===== src/rtl/apb_master_bridge_if.sv =====
// Bundle of the command, response and APB signals around the APB master bridge.
// The master modport is the bridge's view. The slave modport is the view of the requester and peripheral side.
interface apb_master_bridge_if #(
  parameter int DATA_WIDTH = 32,
  parameter int ADDR_WIDTH = 32
);
  // command channel
  logic                  cmd_valid;
  logic                  cmd_ready;
  logic [ADDR_WIDTH-1:0] cmd_addr;
  logic                  cmd_write;
  logic [DATA_WIDTH-1:0] cmd_wdata;

  // response channel
  logic                  rsp_valid;
  logic                  rsp_ready;
  logic [DATA_WIDTH-1:0] rsp_rdata;
  logic                  rsp_err;
  logic                  rsp_timeout;

  // APB3 bus
  logic [ADDR_WIDTH-1:0] PADDR;
  logic                  PSEL;
  logic                  PENABLE;
  logic                  PWRITE;
  logic [DATA_WIDTH-1:0] PWDATA;
  logic [DATA_WIDTH-1:0] PRDATA;
  logic                  PREADY;
  logic                  PSLVERR;

  modport master (
    input  cmd_valid, cmd_addr, cmd_write, cmd_wdata,
    output cmd_ready,
    output rsp_valid, rsp_rdata, rsp_err, rsp_timeout,
    input  rsp_ready,
    output PADDR, PSEL, PENABLE, PWRITE, PWDATA,
    input  PRDATA, PREADY, PSLVERR
  );

  modport slave (
    output cmd_valid, cmd_addr, cmd_write, cmd_wdata,
    input  cmd_ready,
    input  rsp_valid, rsp_rdata, rsp_err, rsp_timeout,
    output rsp_ready,
    input  PADDR, PSEL, PENABLE, PWRITE, PWDATA,
    output PRDATA, PREADY, PSLVERR
  );
endinterface


===== src/rtl/apb_master_bridge.sv =====
// Single-outstanding APB3 requester: turns one valid/ready command into one SETUP/ACCESS transfer.
// It returns the read data, the slave error and the timeout status on a valid/ready response channel.
module apb_master_bridge #(
  parameter int DATA_WIDTH     = 32,
  parameter int ADDR_WIDTH     = 32,
  parameter int TIMEOUT_CYCLES = 16
) (
  input  logic                 PCLK,
  input  logic                 PRESETn,
  apb_master_bridge_if.master  bus
);

  localparam int CNT_W = (TIMEOUT_CYCLES < 1) ? 1 : $clog2(TIMEOUT_CYCLES + 1);
  localparam logic [CNT_W-1:0] CNT_MAX  = '1;
  localparam logic [CNT_W-1:0] CNT_LAST = CNT_W'((TIMEOUT_CYCLES > 0) ? TIMEOUT_CYCLES - 1 : 0);
  localparam logic             TO_EN    = (TIMEOUT_CYCLES > 0);

  typedef enum logic [1:0] {
    IDLE   = 2'd0,
    SETUP  = 2'd1,
    ACCESS = 2'd2,
    RESP   = 2'd3
  } state_t;

  state_t                state_reg,       state_next;
  logic [CNT_W-1:0]      cnt_reg,         cnt_next;
  logic [ADDR_WIDTH-1:0] paddr_reg,       paddr_next;
  logic                  pwrite_reg,      pwrite_next;
  logic [DATA_WIDTH-1:0] pwdata_reg,      pwdata_next;
  logic                  psel_reg,        psel_next;
  logic                  penable_reg,     penable_next;
  logic                  rsp_valid_reg,   rsp_valid_next;
  logic [DATA_WIDTH-1:0] rsp_rdata_reg,   rsp_rdata_next;
  logic                  rsp_err_reg,     rsp_err_next;
  logic                  rsp_timeout_reg, rsp_timeout_next;

  logic timeout_hit;

  // The counter holds the number of low-PREADY ACCESS cycles already seen.
  // The cycle being evaluated is therefore the TIMEOUT_CYCLES-th one when cnt == TIMEOUT_CYCLES-1.
  assign timeout_hit = TO_EN && (cnt_reg == CNT_LAST);

  always_ff @(posedge PCLK or negedge PRESETn) begin
    if (!PRESETn) begin
      state_reg       <= IDLE;
      cnt_reg         <= '0;
      paddr_reg       <= '0;
      pwrite_reg      <= 1'b0;
      pwdata_reg      <= '0;
      psel_reg        <= 1'b0;
      penable_reg     <= 1'b0;
      rsp_valid_reg   <= 1'b0;
      rsp_rdata_reg   <= '0;
      rsp_err_reg     <= 1'b0;
      rsp_timeout_reg <= 1'b0;
    end else begin
      state_reg       <= state_next;
      cnt_reg         <= cnt_next;
      paddr_reg       <= paddr_next;
      pwrite_reg      <= pwrite_next;
      pwdata_reg      <= pwdata_next;
      psel_reg        <= psel_next;
      penable_reg     <= penable_next;
      rsp_valid_reg   <= rsp_valid_next;
      rsp_rdata_reg   <= rsp_rdata_next;
      rsp_err_reg     <= rsp_err_next;
      rsp_timeout_reg <= rsp_timeout_next;
    end
  end

  always_comb begin
    state_next       = state_reg;
    cnt_next         = cnt_reg;
    paddr_next       = paddr_reg;
    pwrite_next      = pwrite_reg;
    pwdata_next      = pwdata_reg;
    psel_next        = psel_reg;
    penable_next     = penable_reg;
    rsp_valid_next   = rsp_valid_reg;
    rsp_rdata_next   = rsp_rdata_reg;
    rsp_err_next     = rsp_err_reg;
    rsp_timeout_next = rsp_timeout_reg;

    case (state_reg)
      IDLE: begin
        psel_next    = 1'b0;
        penable_next = 1'b0;
        if (bus.cmd_valid) begin
          paddr_next  = bus.cmd_addr;
          pwrite_next = bus.cmd_write;
          pwdata_next = bus.cmd_wdata;
          psel_next   = 1'b1;
          state_next  = SETUP;
        end
      end

      SETUP: begin
        penable_next = 1'b1;
        cnt_next     = '0;
        state_next   = ACCESS;
      end

      ACCESS: begin
        // PREADY takes priority over a timeout that would fire in the same cycle.
        if (bus.PREADY) begin
          rsp_rdata_next   = pwrite_reg ? '0 : bus.PRDATA;
          rsp_err_next     = bus.PSLVERR;
          rsp_timeout_next = 1'b0;
          psel_next        = 1'b0;
          penable_next     = 1'b0;
          rsp_valid_next   = 1'b1;
          state_next       = RESP;
        end else begin
          if (cnt_reg != CNT_MAX) begin
            cnt_next = cnt_reg + 1'b1;
          end
          if (timeout_hit) begin
            rsp_rdata_next   = '0;
            rsp_err_next     = 1'b1;
            rsp_timeout_next = 1'b1;
            psel_next        = 1'b0;
            penable_next     = 1'b0;
            rsp_valid_next   = 1'b1;
            state_next       = RESP;
          end
        end
      end

      RESP: begin
        if (bus.rsp_ready) begin
          rsp_valid_next = 1'b0;
          state_next     = IDLE;
        end
      end

      default: begin
        state_next = IDLE;
      end
    endcase
  end

  assign bus.cmd_ready   = (state_reg == IDLE);
  assign bus.PADDR       = paddr_reg;
  assign bus.PSEL        = psel_reg;
  assign bus.PENABLE     = penable_reg;
  assign bus.PWRITE      = pwrite_reg;
  assign bus.PWDATA      = pwdata_reg;
  assign bus.rsp_valid   = rsp_valid_reg;
  assign bus.rsp_rdata   = rsp_rdata_reg;
  assign bus.rsp_err     = rsp_err_reg;
  assign bus.rsp_timeout = rsp_timeout_reg;

endmodule


===== src/flat_wrapper.sv =====
// flat-port wrapper written by rule: the top's interface ports become plain ports
module apb_master_bridge_flat 
#(
  parameter int DATA_WIDTH     = 32,
  parameter int ADDR_WIDTH     = 32,
  parameter int TIMEOUT_CYCLES = 16
)
  (PCLK, PRESETn, bus_cmd_valid, bus_cmd_addr, bus_cmd_write, bus_cmd_wdata, bus_cmd_ready, bus_rsp_valid, bus_rsp_rdata, bus_rsp_err, bus_rsp_timeout, bus_rsp_ready, bus_PADDR, bus_PSEL, bus_PENABLE, bus_PWRITE, bus_PWDATA, bus_PRDATA, bus_PREADY, bus_PSLVERR);
  apb_master_bridge_if #(.DATA_WIDTH(DATA_WIDTH), .ADDR_WIDTH(ADDR_WIDTH)) bus_i ();
  input  logic PCLK;
  input  logic PRESETn;
  input wire logic [$bits(bus_i.cmd_valid)-1:0] bus_cmd_valid;
  input wire logic [$bits(bus_i.cmd_addr)-1:0] bus_cmd_addr;
  input wire logic [$bits(bus_i.cmd_write)-1:0] bus_cmd_write;
  input wire logic [$bits(bus_i.cmd_wdata)-1:0] bus_cmd_wdata;
  output wire logic [$bits(bus_i.cmd_ready)-1:0] bus_cmd_ready;
  output wire logic [$bits(bus_i.rsp_valid)-1:0] bus_rsp_valid;
  output wire logic [$bits(bus_i.rsp_rdata)-1:0] bus_rsp_rdata;
  output wire logic [$bits(bus_i.rsp_err)-1:0] bus_rsp_err;
  output wire logic [$bits(bus_i.rsp_timeout)-1:0] bus_rsp_timeout;
  input wire logic [$bits(bus_i.rsp_ready)-1:0] bus_rsp_ready;
  output wire logic [$bits(bus_i.PADDR)-1:0] bus_PADDR;
  output wire logic [$bits(bus_i.PSEL)-1:0] bus_PSEL;
  output wire logic [$bits(bus_i.PENABLE)-1:0] bus_PENABLE;
  output wire logic [$bits(bus_i.PWRITE)-1:0] bus_PWRITE;
  output wire logic [$bits(bus_i.PWDATA)-1:0] bus_PWDATA;
  input wire logic [$bits(bus_i.PRDATA)-1:0] bus_PRDATA;
  input wire logic [$bits(bus_i.PREADY)-1:0] bus_PREADY;
  input wire logic [$bits(bus_i.PSLVERR)-1:0] bus_PSLVERR;
  assign bus_i.cmd_valid = bus_cmd_valid;
  assign bus_i.cmd_addr = bus_cmd_addr;
  assign bus_i.cmd_write = bus_cmd_write;
  assign bus_i.cmd_wdata = bus_cmd_wdata;
  assign bus_cmd_ready = bus_i.cmd_ready;
  assign bus_rsp_valid = bus_i.rsp_valid;
  assign bus_rsp_rdata = bus_i.rsp_rdata;
  assign bus_rsp_err = bus_i.rsp_err;
  assign bus_rsp_timeout = bus_i.rsp_timeout;
  assign bus_i.rsp_ready = bus_rsp_ready;
  assign bus_PADDR = bus_i.PADDR;
  assign bus_PSEL = bus_i.PSEL;
  assign bus_PENABLE = bus_i.PENABLE;
  assign bus_PWRITE = bus_i.PWRITE;
  assign bus_PWDATA = bus_i.PWDATA;
  assign bus_i.PRDATA = bus_PRDATA;
  assign bus_i.PREADY = bus_PREADY;
  assign bus_i.PSLVERR = bus_PSLVERR;
  apb_master_bridge #(.DATA_WIDTH(DATA_WIDTH), .ADDR_WIDTH(ADDR_WIDTH), .TIMEOUT_CYCLES(TIMEOUT_CYCLES)) u_core (.PCLK(PCLK), .PRESETn(PRESETn), .bus(bus_i));
endmodule

===== config.mk =====
export PLATFORM = sky130hd
export DESIGN_NAME = apb_master_bridge_flat
export DESIGN_NICKNAME = d
export VERILOG_FILES = /design/src/rtl/apb_master_bridge_if.sv /design/src/rtl/apb_master_bridge.sv /design/src/flat_wrapper.sv
export SDC_FILE = /design/constraint.sdc
export NUM_CORES = 1
export LEC_CHECK = 0
export BUFFER_PORTS_ARGS = -buffer_cell sky130_fd_sc_hd__buf_4
export CORE_ASPECT_RATIO = 0.6
export CORE_UTILIZATION = 42
export CTS_CLUSTER_SIZE = 8
export DETAILED_ROUTE_END_ITERATION = 12
export PLACE_DENSITY = 0.85
export SETUP_SLACK_MARGIN = 0.2
export SLEW_MARGIN = 20
export SYNTH_ARGS = -nofsm -noshare
export SYNTH_HDL_FRONTEND = slang
export SYNTH_SLANG_ARGS = --single-unit

===== constraint.sdc =====
create_clock -name PCLK -period 3.85 [get_ports PCLK]
set_input_delay 0.9625 -clock PCLK [delete_from_list [all_inputs] [get_ports PCLK]]
set_output_delay 0.9625 -clock PCLK [all_outputs]
set_load 0.05 [all_outputs]

==> flow_metrics.tcl <==
set metrics [dict create \
    status "complete, no violations" \
    synth.net_count 390 \
    syn_avg_cell_area_um2 15.1 \
    clock_sinks 109 \
    wl_per_cell_um 16.7 \
    initial_core_util 0.447 \
    worstHoldPathType "reg -> reg" \
    cts_setup_buffers 0 \
    drive_gt1_frac 0.607 \
    tightestPinTransition_ns 0.717 \
    overflow 0 \
    root_buffer "clkbuf_16" \
    num_antenna_cells 0 \
    critPathKind "reg -> out" \
    synth_compound_area_frac 0.0888 \
    finalSetupTns_ns 0 \
    final_core_util 0.655 \
    slowest_delay_ns 0.41 \
    hold_viol 0 \
    synth_warnings 0 \
    drv_slew 0 \
    antenna_found_initial 0 \
    fp-row-count 27 \
    fmax_mhz 432 \
    cp_slowest_cell "dfrtp_1" \
    synth-seq-cells 109 \
    fp.dieH_um 79.7 \
    vias_per_cell 5.01 \
    synth_area_leaders "dfrtp_1 65%, mux2_2 18%, a22o_1 6.6%" \
    ios 206 \
    post_cts_resized 0 \
    cts_tree "yes" \
    synth_edf_count 0 \
    synth_ff_type "dfrtp_1" \
    worst_setup_path_start_kind "flop" \
    synth-simple-area-share 0.0275 \
    antenna_left 0 \
    cp_max_fo 4 \
    grt_max_degree 56 \
    layout_min_cycle_time_ns 2.31 \
    first_iter_violations 111 \
    drtPass1Iterations 4 \
    htreeDepth 3 \
    netlist_area_mm2 0.00423 \
    crit_required_ns 2.89 \
    fin_skew_ns 0.00495 \
    cts-buffers-inserted 9 \
    fin_nets 595 \
    io_buffer_count 205 \
    gp_congestion 0.824 \
    first_global_vias 3216 \
    synth_mux_area_frac 0.186 \
    holdBufCountCts 0 \
    clkTransAtPathRegs_ns 0.07 \
    grt_usage 0.198 \
    synth_xor_area_frac 0.00415 \
    synthArstFlopShare 1.00 \
    dieArea_mm2 0.0105 \
    period_share 0.601 \
    cp_top_family "flip-flops" \
    synthAdderAreaFrac 0.0237 \
    clockBufferDepth 2 \
    path_cells "inv_1 -> ha_1 -> buf_4" \
    setup_violations 0 \
    synthCells 279 \
    worst-path-buf-inv 2 \
    ys_types 26 \
    num_vias 3103 \
    relSlewSlack 0.522 \
    clk_latency_ns 0.33 \
    synth_top_family_by_area "multiplexers" \
    worstSetupEndpointType "output pin" \
    routed_wl_um 10300 \
    grt_pass1_wl_um 16100 \
    place_hpwl_um 7710 \
    synth_most_common_cell "dfrtp_1" \
    rsz0062_at_grt "no" \
    drv_cap 0 \
    core_mm2 0.00946 \
    yosys.area.top_type "dfrtp_1" \
    route.detailed.drc 0 \
    yosysSeqAreaShare 0.646 \
    ys_top_cells_by_count "109 x dfrtp_1, 67 x mux2_2, 32 x a22o_1" \
    synth_top_area_frac 0.646 \
    die_x_um 131 \
    area_growth_pct 46.7 \
    cp.arrival_ns 1.35 \
]
-- final cells by class --
class                           instances  area (um^2)
Sequential cell                       109         2730
Tap cell                              130          163
Fill cell                             715         3260
Multi-Input combinational cell        149         1400
Clock buffer                           11          253
Inverter                                6         22.5
Clock inverter                          5         41.3
Timing Repair Buffer                  209         1590
-- final timing paths --
kind	startpoint	endpoint	slack (ns)	cells past startpoint
worst max-delay path	u_core.state_reg[0]$_DFFE_PN0P_	bus_cmd_ready	1.54	3
worst min-delay path	u_core.bus.rsp_rdata[16]$_DFFE_PN0P_	u_core.bus.rsp_rdata[16]$_DFFE_PN0P_	0.51	1
worst max register to register	u_core.state_reg[0]$_DFFE_PN0P_	u_core.bus.PWDATA[14]$_DFFE_PN0P_	1.73	5
worst min register to register	u_core.bus.rsp_rdata[16]$_DFFE_PN0P_	u_core.bus.rsp_rdata[16]$_DFFE_PN0P_	0.51	1
max in group asynchronous	PRESETn	u_core.bus.PWDATA[27]$_DFFE_PN0P_	2.44	2
min in group asynchronous	PRESETn	u_core.bus.rsp_rdata[28]$_DFFE_PN0P_	0.67	1
-- through the flow --
stage          instance area [um^2]  instances  setup slack (ns)  hold slack, ns
6_report                       6200        619              1.54           0.508
5_1_grt                        6200        619              1.47           0.520
4_1_cts                        6200        619              1.53           0.511
3_5_place_dp                   5910        603              1.41           0.493
3_3_place_gp                   5910        603              1.47           0.490
2_1_floorplan                  4230        279              1.87           0.522
-- routing by layer --
layer,track usage,vias to the layer above,share of wire
li1,-,1411,-
met1,0.257,1552,0.43
met2,0.318,136,0.48
met3,0.0705,4,0.081
met4,0.0453,0,0.0046
met5,0,-,0
-- kinds of logic after synthesis --
family	after synthesis
AO/OA/AOI/OAI	47
XOR/XNOR	2
adder cells (fa/ha/maj)	8
buffers and inverters	21
flip-flops	109
multiplexers	70
AND/OR/NAND/NOR	22
-- placed cells by master, fill, tap and decap left out --
| cell type | count |
|---|---|
| nor3_1 | 1 |
| nand3_1 | 3 |
| xnor2_1 | 2 |
| nor3b_1 | 1 |
| ha_1 | 8 |
| clkinv_4 | 1 |
| or4b_1 | 1 |
| o211ai_2 | 1 |
| nor2b_1 | 2 |
| clkbuf_8 | 2 |
| and3_1 | 1 |
| nor3b_2 | 1 |
| buf_12 | 2 |
| buf_4 | 207 |
| clkinvlp_4 | 2 |
| nor2_2 | 1 |
| a22o_1 | 32 |
| nor2_1 | 3 |
| dfrtp_1 | 109 |
| nand2b_1 | 1 |
| o21ai_0 | 5 |
| o22ai_1 | 3 |
| a21oi_1 | 3 |
| o21ai_2 | 1 |
| clkbuf_16 | 9 |
| nand2_1 | 6 |
| o31ai_1 | 1 |
| nand2_2 | 1 |
| mux2i_1 | 3 |
| mux2_2 | 67 |
| inv_1 | 6 |
| a21boi_0 | 1 |
| inv_6 | 2 |
Power is left out: the tool's default activity adds up to more than one toggle a clock period on the data nets, which glitch-free logic cannot reach.
